==> src/rtl/alu_cmd_sequencer_if.sv <==
`default_nettype none
// +----------------------------------------------------------------------+
// | alu_cmd_sequencer_if : request channel into the ALU command sequencer |
// | Rev 1.0                                                              |
// +----------------------------------------------------------------------+
interface alu_cmd_sequencer_if #(
  parameter int WIDTH  = 8,
  parameter int CWIDTH = 4
);
  logic              req_valid;
  logic              req_ready;
  logic [WIDTH-1:0]  req_opa;
  logic [WIDTH-1:0]  req_opb;
  logic [CWIDTH-1:0] req_cmd;
  logic              req_mode;
  logic              req_cin;
  logic [1:0]        req_iv;
  logic [3:0]        req_gap;

  modport master (
    output req_valid, req_opa, req_opb, req_cmd, req_mode, req_cin, req_iv, req_gap,
    input  req_ready
  );

  modport slave (
    input  req_valid, req_opa, req_opb, req_cmd, req_mode, req_cin, req_iv, req_gap,
    output req_ready
  );
endinterface
`default_nettype wire

==> src/rtl/alu_cmd_sequencer.sv <==
`default_nettype none
// +----------------------------------------------------------------------+
// | alu_cmd_sequencer : FIFO-buffered ALU issue stage with split beats    |
// | Rev 1.0                                                              |
// +----------------------------------------------------------------------+
module alu_cmd_sequencer #(
  parameter int WIDTH   = 8,
  parameter int CWIDTH  = 4,
  parameter int DEPTH   = 4,
  parameter int RES_LAT = 1,
  parameter int MUL_LAT = 2
) (
  input  wire logic               CLK,
  input  wire logic               RST,
  alu_cmd_sequencer_if.slave      req,
  input  wire logic               hold,
  output logic                    CE,
  output logic [1:0]              INP_VALID,
  output logic [WIDTH-1:0]        OPA,
  output logic [WIDTH-1:0]        OPB,
  output logic [CWIDTH-1:0]       CMD,
  output logic                    MODE,
  output logic                    CIN,
  output logic                    issue_done,
  output logic                    busy,
  output logic [$clog2(DEPTH):0]  level
);

  localparam int AW      = $clog2(DEPTH);
  localparam int LAT_MAX = (MUL_LAT > RES_LAT) ? MUL_LAT : RES_LAT;
  localparam int LW      = $clog2(LAT_MAX) + 1;

  localparam logic [AW:0]     FULL_LEVEL = (AW+1)'(DEPTH);
  localparam logic [LW-1:0]   RES_M1     = LW'(RES_LAT - 1);
  localparam logic [LW-1:0]   MUL_M1     = LW'(MUL_LAT - 1);
  localparam logic [CWIDTH-1:0] CMD_MUL_A = CWIDTH'(9);
  localparam logic [CWIDTH-1:0] CMD_MUL_B = CWIDTH'(10);

  typedef enum logic [2:0] {
    S_IDLE   = 3'd0,
    S_BEAT_A = 3'd1,
    S_GAP    = 3'd2,
    S_BEAT_B = 3'd3,
    S_WAIT   = 3'd4,
    S_DONE   = 3'd5
  } state_t;

  typedef struct packed {
    logic [WIDTH-1:0]  opa;
    logic [WIDTH-1:0]  opb;
    logic [CWIDTH-1:0] cmd;
    logic              mode;
    logic              cin;
    logic [1:0]        iv;
    logic [3:0]        gap;
  } req_t;

  req_t            mem [DEPTH];
  logic [AW-1:0]   wr_ptr;
  logic [AW-1:0]   rd_ptr;
  logic [AW:0]     count;

  state_t          state;
  logic [WIDTH-1:0] cur_opb;
  logic [3:0]      gap_cnt;
  logic [LW-1:0]   lat_cnt;

  req_t            new_entry;
  req_t            head;
  logic            push;
  logic            pop;
  logic            head_split;
  logic            head_mul;

  assign new_entry = '{opa:  req.req_opa,  opb: req.req_opb, cmd: req.req_cmd,
                       mode: req.req_mode, cin: req.req_cin, iv:  req.req_iv,
                       gap:  req.req_gap};
  assign head      = mem[rd_ptr];

  assign req.req_ready = (count < FULL_LEVEL);
  assign push          = req.req_valid && req.req_ready;
  assign pop           = (state == S_IDLE) && !hold && (count != '0);

  assign head_split = (head.iv == 2'b11) && (head.gap != 4'd0);
  assign head_mul   = head.mode && ((head.cmd == CMD_MUL_A) || (head.cmd == CMD_MUL_B));

  assign CE    = ~hold;
  assign busy  = (state != S_IDLE);
  assign level = count;

  // Storage carries no reset; only pointers and occupancy define validity.
  always_ff @(posedge CLK) begin
    if (push) begin
      mem[wr_ptr] <= new_entry;
    end
  end

  always_ff @(posedge CLK or posedge RST) begin
    if (RST) begin
      wr_ptr     <= '0;
      rd_ptr     <= '0;
      count      <= '0;
      state      <= S_IDLE;
      cur_opb    <= '0;
      gap_cnt    <= '0;
      lat_cnt    <= '0;
      INP_VALID  <= 2'b00;
      OPA        <= '0;
      OPB        <= '0;
      CMD        <= '0;
      MODE       <= 1'b0;
      CIN        <= 1'b0;
      issue_done <= 1'b0;
    end else begin
      if (push) begin
        wr_ptr <= wr_ptr + 1'b1;
      end
      if (pop) begin
        rd_ptr <= rd_ptr + 1'b1;
      end
      case ({push, pop})
        2'b10:   count <= count + 1'b1;
        2'b01:   count <= count - 1'b1;
        default: count <= count;
      endcase

      // hold freezes the whole issue pipeline, including the registered ALU drive.
      if (!hold) begin
        case (state)
          S_IDLE: begin
            issue_done <= 1'b0;
            if (count != '0) begin
              cur_opb <= head.opb;
              gap_cnt <= head.gap - 4'd1;
              lat_cnt <= head_mul ? MUL_M1 : RES_M1;
              OPA     <= head.opa;
              CMD     <= head.cmd;
              MODE    <= head.mode;
              CIN     <= head.cin;
              if (head_split) begin
                INP_VALID <= 2'b01;
                OPB       <= '0;
                state     <= S_BEAT_A;
              end else begin
                INP_VALID <= head.iv;
                OPB       <= head.opb;
                state     <= S_BEAT_B;
              end
            end
          end

          S_BEAT_A: begin
            if (gap_cnt == 4'd0) begin
              INP_VALID <= 2'b10;
              OPB       <= cur_opb;
              state     <= S_BEAT_B;
            end else begin
              INP_VALID <= 2'b00;
              gap_cnt   <= gap_cnt - 4'd1;
              state     <= S_GAP;
            end
          end

          S_GAP: begin
            if (gap_cnt == 4'd0) begin
              INP_VALID <= 2'b10;
              OPB       <= cur_opb;
              state     <= S_BEAT_B;
            end else begin
              gap_cnt <= gap_cnt - 4'd1;
            end
          end

          S_BEAT_B: begin
            INP_VALID <= 2'b00;
            state     <= S_WAIT;
          end

          // WAIT spans exactly the selected latency, so DONE lines up with RES.
          S_WAIT: begin
            if (lat_cnt == '0) begin
              issue_done <= 1'b1;
              state      <= S_DONE;
            end else begin
              lat_cnt <= lat_cnt - 1'b1;
            end
          end

          S_DONE: begin
            issue_done <= 1'b0;
            state      <= S_IDLE;
          end

          default: begin
            INP_VALID  <= 2'b00;
            issue_done <= 1'b0;
            state      <= S_IDLE;
          end
        endcase
      end
    end
  end

endmodule
`default_nettype wire

==> src/flat_wrapper.sv <==
// flat-port wrapper written by rule: the top's interface ports become plain ports
module alu_cmd_sequencer_flat 
#(
  parameter int WIDTH   = 8,
  parameter int CWIDTH  = 4,
  parameter int DEPTH   = 4,
  parameter int RES_LAT = 1,
  parameter int MUL_LAT = 2
)
  (CLK, RST, hold, CE, INP_VALID, OPA, OPB, CMD, MODE, CIN, issue_done, busy, level, req_req_valid, req_req_opa, req_req_opb, req_req_cmd, req_req_mode, req_req_cin, req_req_iv, req_req_gap, req_req_ready);
  alu_cmd_sequencer_if #(.WIDTH(WIDTH), .CWIDTH(CWIDTH)) req_i ();
  input  wire logic CLK;
  input  wire logic RST;
  input  wire logic hold;
  output logic CE;
  output logic [1:0] INP_VALID;
  output logic [WIDTH-1:0] OPA;
  output logic [WIDTH-1:0] OPB;
  output logic [CWIDTH-1:0] CMD;
  output logic MODE;
  output logic CIN;
  output logic issue_done;
  output logic busy;
  output logic [$clog2(DEPTH):0] level;
  input wire logic [$bits(req_i.req_valid)-1:0] req_req_valid;
  input wire logic [$bits(req_i.req_opa)-1:0] req_req_opa;
  input wire logic [$bits(req_i.req_opb)-1:0] req_req_opb;
  input wire logic [$bits(req_i.req_cmd)-1:0] req_req_cmd;
  input wire logic [$bits(req_i.req_mode)-1:0] req_req_mode;
  input wire logic [$bits(req_i.req_cin)-1:0] req_req_cin;
  input wire logic [$bits(req_i.req_iv)-1:0] req_req_iv;
  input wire logic [$bits(req_i.req_gap)-1:0] req_req_gap;
  output wire logic [$bits(req_i.req_ready)-1:0] req_req_ready;
  assign req_i.req_valid = req_req_valid;
  assign req_i.req_opa = req_req_opa;
  assign req_i.req_opb = req_req_opb;
  assign req_i.req_cmd = req_req_cmd;
  assign req_i.req_mode = req_req_mode;
  assign req_i.req_cin = req_req_cin;
  assign req_i.req_iv = req_req_iv;
  assign req_i.req_gap = req_req_gap;
  assign req_req_ready = req_i.req_ready;
  alu_cmd_sequencer #(.WIDTH(WIDTH), .CWIDTH(CWIDTH), .DEPTH(DEPTH), .RES_LAT(RES_LAT), .MUL_LAT(MUL_LAT)) u_core (.CLK(CLK), .RST(RST), .req(req_i), .hold(hold), .CE(CE), .INP_VALID(INP_VALID), .OPA(OPA), .OPB(OPB), .CMD(CMD), .MODE(MODE), .CIN(CIN), .issue_done(issue_done), .busy(busy), .level(level));
endmodule
==> config.mk <==
export PLATFORM = sky130hd
export DESIGN_NAME = alu_cmd_sequencer_flat
export DESIGN_NICKNAME = d
export VERILOG_FILES = /design/src/rtl/alu_cmd_sequencer_if.sv /design/src/rtl/alu_cmd_sequencer.sv /design/src/flat_wrapper.sv
export SDC_FILE = /design/constraint.sdc
export NUM_CORES = 1
export LEC_CHECK = 0
export CAP_MARGIN = 5
export CELL_PAD_IN_SITES_DETAIL_PLACEMENT = 0
export CELL_PAD_IN_SITES_GLOBAL_PLACEMENT = 1
export CORE_MARGIN = 3
export CORE_UTILIZATION = 25
export DETAILED_ROUTE_END_ITERATION = 8
export GPL_TIMING_DRIVEN = 0
export PLACE_DENSITY_LB_ADDON = 0.1
export REMOVE_ABC_BUFFERS = 1
export SYNTH_ARGS = -nofsm -noshare
export SYNTH_HDL_FRONTEND = slang
export SYNTH_SLANG_ARGS = --single-unit
==> constraint.sdc <==
create_clock -name CLK -period 2.15 [get_ports CLK]
set_input_delay 0.43 -clock CLK [delete_from_list [all_inputs] [get_ports CLK]]
set_output_delay 0.43 -clock CLK [all_outputs]
set_load 0.01 [all_outputs]
Word-level counts from Yosys, hierarchy flattened
Memory sizes are Yosys's and may differ from the RTL's. Cells that the tools add are included.

Reduce and logical (&&, ||, !) cells: 26. Eq/ne operators: 16. $lt $le $gt $ge: 1. Add/sub/neg operators: 7. Bitwise gates (word level): 3. Multiplexer cells: 27.

Operators with widths (number): 8-bit 2-to-1 mux (3); 4-bit AND reduction (5); 8-bit case mux with 2 select lines (1); 3-bit case mux with 5 select lines (1); 2-bit 2-to-1 mux (7); 3-bit 2-to-1 mux (3); 4-bit == test, second input constant (2); 4-bit 2-to-1 mux (2); 2-bit case mux with 4 select lines (1); 4-bit case mux with 2 select lines (1); 4-bit by 1-bit subtractor with 4-bit output, second input constant (2); 3-bit by 2-bit == test with 1-bit output, second input constant (2); 3-bit == test, second input constant (2); 2-bit by 1-bit != test with 1-bit output, second input constant (3); 2-bit != test, second input constant (3); 3-bit case mux with 2 select lines (1); 3-bit AND reduction (2); 2-bit nonzero test (3); 3-bit nonzero test (2); 1-bit logical AND (5); 1-bit 2-to-1 mux (5); 2-bit by 1-bit adder with 2-bit output, second input constant (2); 2-bit == test, second input constant (2); 4-bit zero test (1); 16 further kinds (19).

Output and inout bits: 31. Bits of input ports: 32. Word-level logic and storage cells: 95. Register bits after elaboration: 49. Bits in writable memories: 112. Memories kept: 1.

Memory list: u_core.mem (depth 4, bits a word 28, read ports 1, clocked after memory_dff 0, write ports 1, line alu_cmd_sequencer.sv:58) `req_t mem [DEPTH];`.

Longest topological paths before layout
An unclocked memory read counts as a cell.

Word-level depth: 7. Depth in mapped cells: 11. Depth with buffers taken out: 9.

Worst setup path before layout
No wires, ideal clock.

Path kind: in2reg. From: input hold. To: register u_core.count[2] (netlist: u_core.level[2]). Setup slack: -0.259 ns. Stages on the path: 11. Library setup time: 0.080 ns. Required time: 2.070 ns. Path buffers: 2. Arrival: 2.329 ns. Path through: clkbuf_1 -> nor3_1 -> nand3_1 -> inv_2 -> buf_2 -> ha_1 -> inv_1 -> fa_1 -> xor2_1 -> nor2_1 -> xnor2_1.

Longest elaborated chain between the ends: 5. Elaborated cells on any way between the ends: 7. Classes of those cells: eq/ne (2); mux (1); reduce/logical (4).

Ends and longest elaborated chain: from (decl) (line flat_wrapper.sv:14) `input wire logic hold;`; 1-bit zero test (*) (line alu_cmd_sequencer.sv:82) `assign pop = (state == S_IDLE) && !hold && (count != '0);`; 1-bit logical AND (*) (2 in series) (line alu_cmd_sequencer.sv:82); net u_core.pop (line alu_cmd_sequencer.sv:71) `logic pop;`; 2-bit by 1-bit == test with 1-bit output / 2-bit == test (equally long branches) (line alu_cmd_sequencer.sv:121) `case ({push, pop})`; 3-bit case mux with 2 select lines / 2-bit nonzero test (equally long branches); to (signal assigned) (line alu_cmd_sequencer.sv:122) `2'b10: count <= count + 1'b1;`; to (signal assigned) (line alu_cmd_sequencer.sv:123) `2'b01: count <= count - 1'b1;`; to (signal assigned) (line alu_cmd_sequencer.sv:124) `default: count <= count;`; to (decl) (line alu_cmd_sequencer.sv:61) `logic [AW:0] count;`.

The timed path passes the listed nets; every way through them passes the cells marked *. A chain may end at the register's enable or synchronous reset.

Worst setup path after layout
From: register u_core.rd_ptr[0]. To: register u_core.INP_VALID[1].

Longest elaborated chain between the ends: 6. Elaborated cells on any way between the ends: 7. Classes of those cells: eq/ne (1); mux (3); reduce/logical (2); memory (1).

Ends and longest elaborated chain: from (decl) (line alu_cmd_sequencer.sv:60) `logic [AW-1:0] rd_ptr;`; from (signal assigned) (line alu_cmd_sequencer.sv:119) `rd_ptr <= rd_ptr + 1'b1;`; memory 4 x 28 bit (*); 2-bit == test / 4-bit nonzero test (equally long branches) (line alu_cmd_sequencer.sv:84) `assign head_split = (head.iv == 2'b11) && (head.gap != 4'd0);`; 1-bit logical AND (line alu_cmd_sequencer.sv:84); 2-bit 2-to-1 mux (*) (line alu_cmd_sequencer.sv:140) `if (head_split) begin`; 2-bit 2-to-1 mux (*) (line alu_cmd_sequencer.sv:132) `if (count != '0) begin`; 2-bit case mux with 4 select lines (*) (line alu_cmd_sequencer.sv:129) `case (state)`; to (signal assigned) (line alu_cmd_sequencer.sv:145) `INP_VALID <= head.iv;`; to (decl) (line alu_cmd_sequencer.sv:18) `output logic [1:0] INP_VALID,`.

Mark *: on every way between the ends. The rest lies on a longest branch, timed or not. The select of a mux whose other input is x is not followed.

==> flow_summary.yaml <==
worst_setup_path:
  r2r-end: "u_core.INP_VALID[1]"
  cp_common_cell: "buf_6"
  r2r-start: "u_core.rd_ptr[0]"
  cp_max_fo: 10
  cp-start-kind: "flip-flop"
  arrival_ns: 2.42
  rrSetupSlack_ns: 0.05
  reg2reg_depth: 7
  slowest_delay_ns: 0.54
  critPathCaptureType: "flip-flop"
  path_cells: "buf_6, mux4_2, buf_6, nor3_4, nand2b_1, and3_4, o311ai_4"
  cp_slowest_cell: "mux4_2"
  crit_required_ns: 2.47
  critPathKind: "flip-flop to flip-flop"
cells_and_area:
  antenna_cells: 0
  finalNetCount: 524
  utilization: 0.337
  fillers: 2501
  multiInputGateArea_um2: 1960
  syn2layout_area_growth_pct: 31.0
  drive_gt1_frac: 0.280
  regArea_um2: 4600
sta:
  fin_crit_ns: 2.10
  rsz0062_at_grt: "true"
  final-setup-viol-count: 0
  relSlewSlack: 0.590
  finalHoldViolations: 0
  finalClockSkew_ns: 0.0123
  hold-worst-slack_ns: 0.395
  finalMaxSlewViolations: 0
  period_share: 0.977
  clock.fmax_mhz: 476
  tightest_slew_ns: 0.610
grt:
  grt_pass1_wl_um: 24500
  grt.busiest_layer: "met2"
  grt.overflow.total: 0
  use_met2: 0.188
  first_global_vias: 4024
  grt_max_degree: 31
  antenna_found_initial: 1
  grt_use_met1: 0.152
  track_usage: 0.115
  use_met3: 0.0298
floorplan:
  start_util: 0.257
  die-area_um2: 28300
  die_w_um: 168
  row_count: 58
  fp.coreArea_um2: 25500
  chipHeight_um: 168
  io_pins: 63
routing:
  ant_nets: 0
  num_vias: 3754
  drt-initial-drc-count: 201
  post-route-drc-count: 0
  vias_per_cell: 4.54
  drt_pre_antenna_iters: 4
  wire_per_inst_um: 18.7
  routed_wl_um: 15500
pwr:
  p_int_mw: 8.18
  power-per-cell-area_nw_per_um2: 1440
  power_leakage_nw: 3.01
  p_sw_mw: 4.26
  p_sw_frac: 0.342
  seqPwrFrac: 0.377
  clkPwrFrac: 0.242
  combPwrFrac: 0.382
  total_power_mw: 12.4
  peakVddDrop_uv: 544
logic_synthesis:
  ys_seq_area_frac: 0.698
  synth_ff_type: "edfxtp_1"
  synth_edf_count: 112
  synth_top_area_frac: 0.511
  synth.area.top_cells: "edfxtp_1 51%, dfrtp_1 19%, mux4_2 8.2%"
  syn_inst: 393
  synthArstFlopShare: 0.304
  postSynthAreaPerCell_um2: 16.7
  netlist.top_cell.by_area: "edfxtp_1"
  syn-cell-area_um2: 6580
  ys_warn_count: 0
  synth.distinct_cells: 46
  ys_ff_latch: 161
worst_hold_path:
  hold_path.class: "input port to async pin"
clock_tree:
  tritoncts: "done"
  clockRootBuffer: "clkbuf_16"
  clkSinkCount: 161
  clockBufferDepth: 2
  cts_buffers: 17
  clk_pin_slew_worst_paths_ns: 0.07
  clk_latency_ns: 0.42
  htree_levels: 4
placed_design:
  gp_congestion: 0.672
  dp_hpwl_um: 9510
  io_buffer_count: 62
status:
  status: "finished clean"
flow_run:
  cap_viol_max_count: 0
[how the worst max path moves through the flow]
stage,start,endpoint,slack [ns],cells past startpoint
after CTS,u_core.state[0],u_core.level[2],-0.11,9
after global placement,hold,u_core.level[2],-1.48,10
after detailed placement,hold,u_core.level[2],-1.45,10
final,u_core.rd_ptr[0],u_core.INP_VALID[1],0.05,7
after floorplan,u_core.rd_ptr[0],u_core.gap_cnt[2],-0.68,6
after global routing,u_core.state[1],u_core.level[2],-0.03,9
[cell families after synthesis]
| logic type | after synthesis | synth area share |
|---|---|---|
| xor gates and xnor gates | 8 | 0.0107 |
| buffers and inverters | 34 | 0.0228 |
| and+or+nand+nor | 60 | 0.0436 |
| muxes | 56 | 0.145 |
| adders and majority gates | 8 | 0.0164 |
| DFF | 161 | 0.698 |
| AOI/OAI and AO/OA | 66 | 0.0641 |
[state kept, by name, summed over array words and instances (netlist names)]
register and count:
u_core.INP_VALID 2, u_core.gap_cnt 4, u_core.wr_ptr 2, u_core.issue_done 1
u_core.CMD 4, u_core.mem 112, u_core.OPA 8, u_core.MODE 1
u_core.level 3, u_core.CIN 1, u_core.state 3, u_core.cur_opb 8
u_core.OPB 8, u_core.lat_cnt 2, u_core.rd_ptr 2
[layout make-up]
| type | instances | share of cell area |
|---|---|---|
| Timing Repair Buffer | 90 | 0.111 |
| Clock inverter | 14 | 0.0192 |
| Inverter | 15 | 0.00857 |
| Clock buffer | 18 | 0.0510 |
| Multi-Input combinational cell | 198 | 0.227 |
| Sequential cell | 161 | 0.534 |
| Tap cell | 330 | 0.0479 |
| Timing Repair inverter | 1 | 0.00102 |
[timing repair]
item	CTS	global route
pin swaps	1	6
hold buffers	0	0
setup buffers	12	9
gates cloned	2	0
resized for setup	21	18
endpoints found under the setup margin	42	14
[routing by layer]
metal / part of all wire / vias to the layer above
met2: 0.49 / 65
met3: 0.033 / 10
li1: - / 1706
met1: 0.46 / 1971
met5: 0.00058 / -
met4: 0.0089 / 2
[synth_stat cells (2+ instances only)]
library cell  number
inv_1             13
nand2_1           19
o21ba_2            2
a21oi_1            6
mux2_2            21
nor2_1            17
o211ai_1          10
nor4_1             2
o21ai_0           34
buf_6              2
edfxtp_1         112
xor2_1             3
xnor2_1            5
clkbuf_1          10
mux2i_1            7
dfrtp_1           49
a211oi_1           3
o31ai_1            2
mux4_1             4
nor3_1             8
buf_2              6
mux4_2            24
and2_1             4
a31oi_1            2
ha_1               7
[per-stage QoR]
stage / setup slack [ns] / instances / cell area [um2] / TNS (ns)
detailed placement: -1.45 / 772 / 7650 / -45.26
finish: 0.0500 / 827 / 8610 / 0
global placement: -1.48 / 766 / 7520 / -209.52
global route: -0.0342 / 827 / 8610 / -0.0542
CTS: -0.110 / 818 / 8470 / -0.270
floorplan: -0.678 / 374 / 6480 / -9.42
[critical path: cells and delay by family, from the launching register on]
kind	cells	cell delay, ns
multiplexers	1	0.54
flip-flops	1	0.46
AND/OR/NAND/NOR	3	0.45
buffers and inverters	2	0.29
AO/OA/AOI/OAI	1	0.27
[cells in the final DEF (no fill, tap or decap), types with 2 or more instances in the layout]
cell / synthesis / layout
ha_1: 7 / 5
mux4_2: 24 / 25
clkinv_8: 0 / 4
clkbuf_16: 0 / 17
mux4_1: 4 / 3
and2_2: 0 / 4
a31oi_1: 2 / 2
o211ai_1: 10 / 10
nand2_1: 19 / 18
mux2_2: 21 / 21
buf_4: 0 / 18
clkinv_4: 0 / 3
mux2i_1: 7 / 6
dfrtp_1: 49 / 44
buf_12: 0 / 5
xor2_1: 3 / 2
dfrtp_4: 0 / 2
inv_6: 0 / 3
edfxtp_1: 112 / 112
buf_6: 2 / 2
a21oi_1: 6 / 6
clkdlybuf4s50_1: 0 / 60
o31ai_1: 2 / 2
o21ba_2: 2 / 2
inv_1: 13 / 12
nor2_1: 17 / 17
inv_8: 0 / 5
xnor2_1: 5 / 5
o21ai_0: 34 / 34
a211oi_1: 3 / 2
nor3_1: 8 / 6
nor4_1: 2 / 2
dfrtp_2: 0 / 3
nor3_4: 0 / 3
[power by group through the flow]
stage	clock network (mW)	logic, mW	registers (mW)
6_report	3.00	4.75	4.69
5_1_grt	3.25	5.22	4.80
4_1_cts	3.10	4.64	4.69
3_5_place_dp	0	4.05	4.85
3_3_place_gp	0	3.76	4.97
2_1_floorplan	0	2.33	4.83
(Power assumes the default switching activity.)
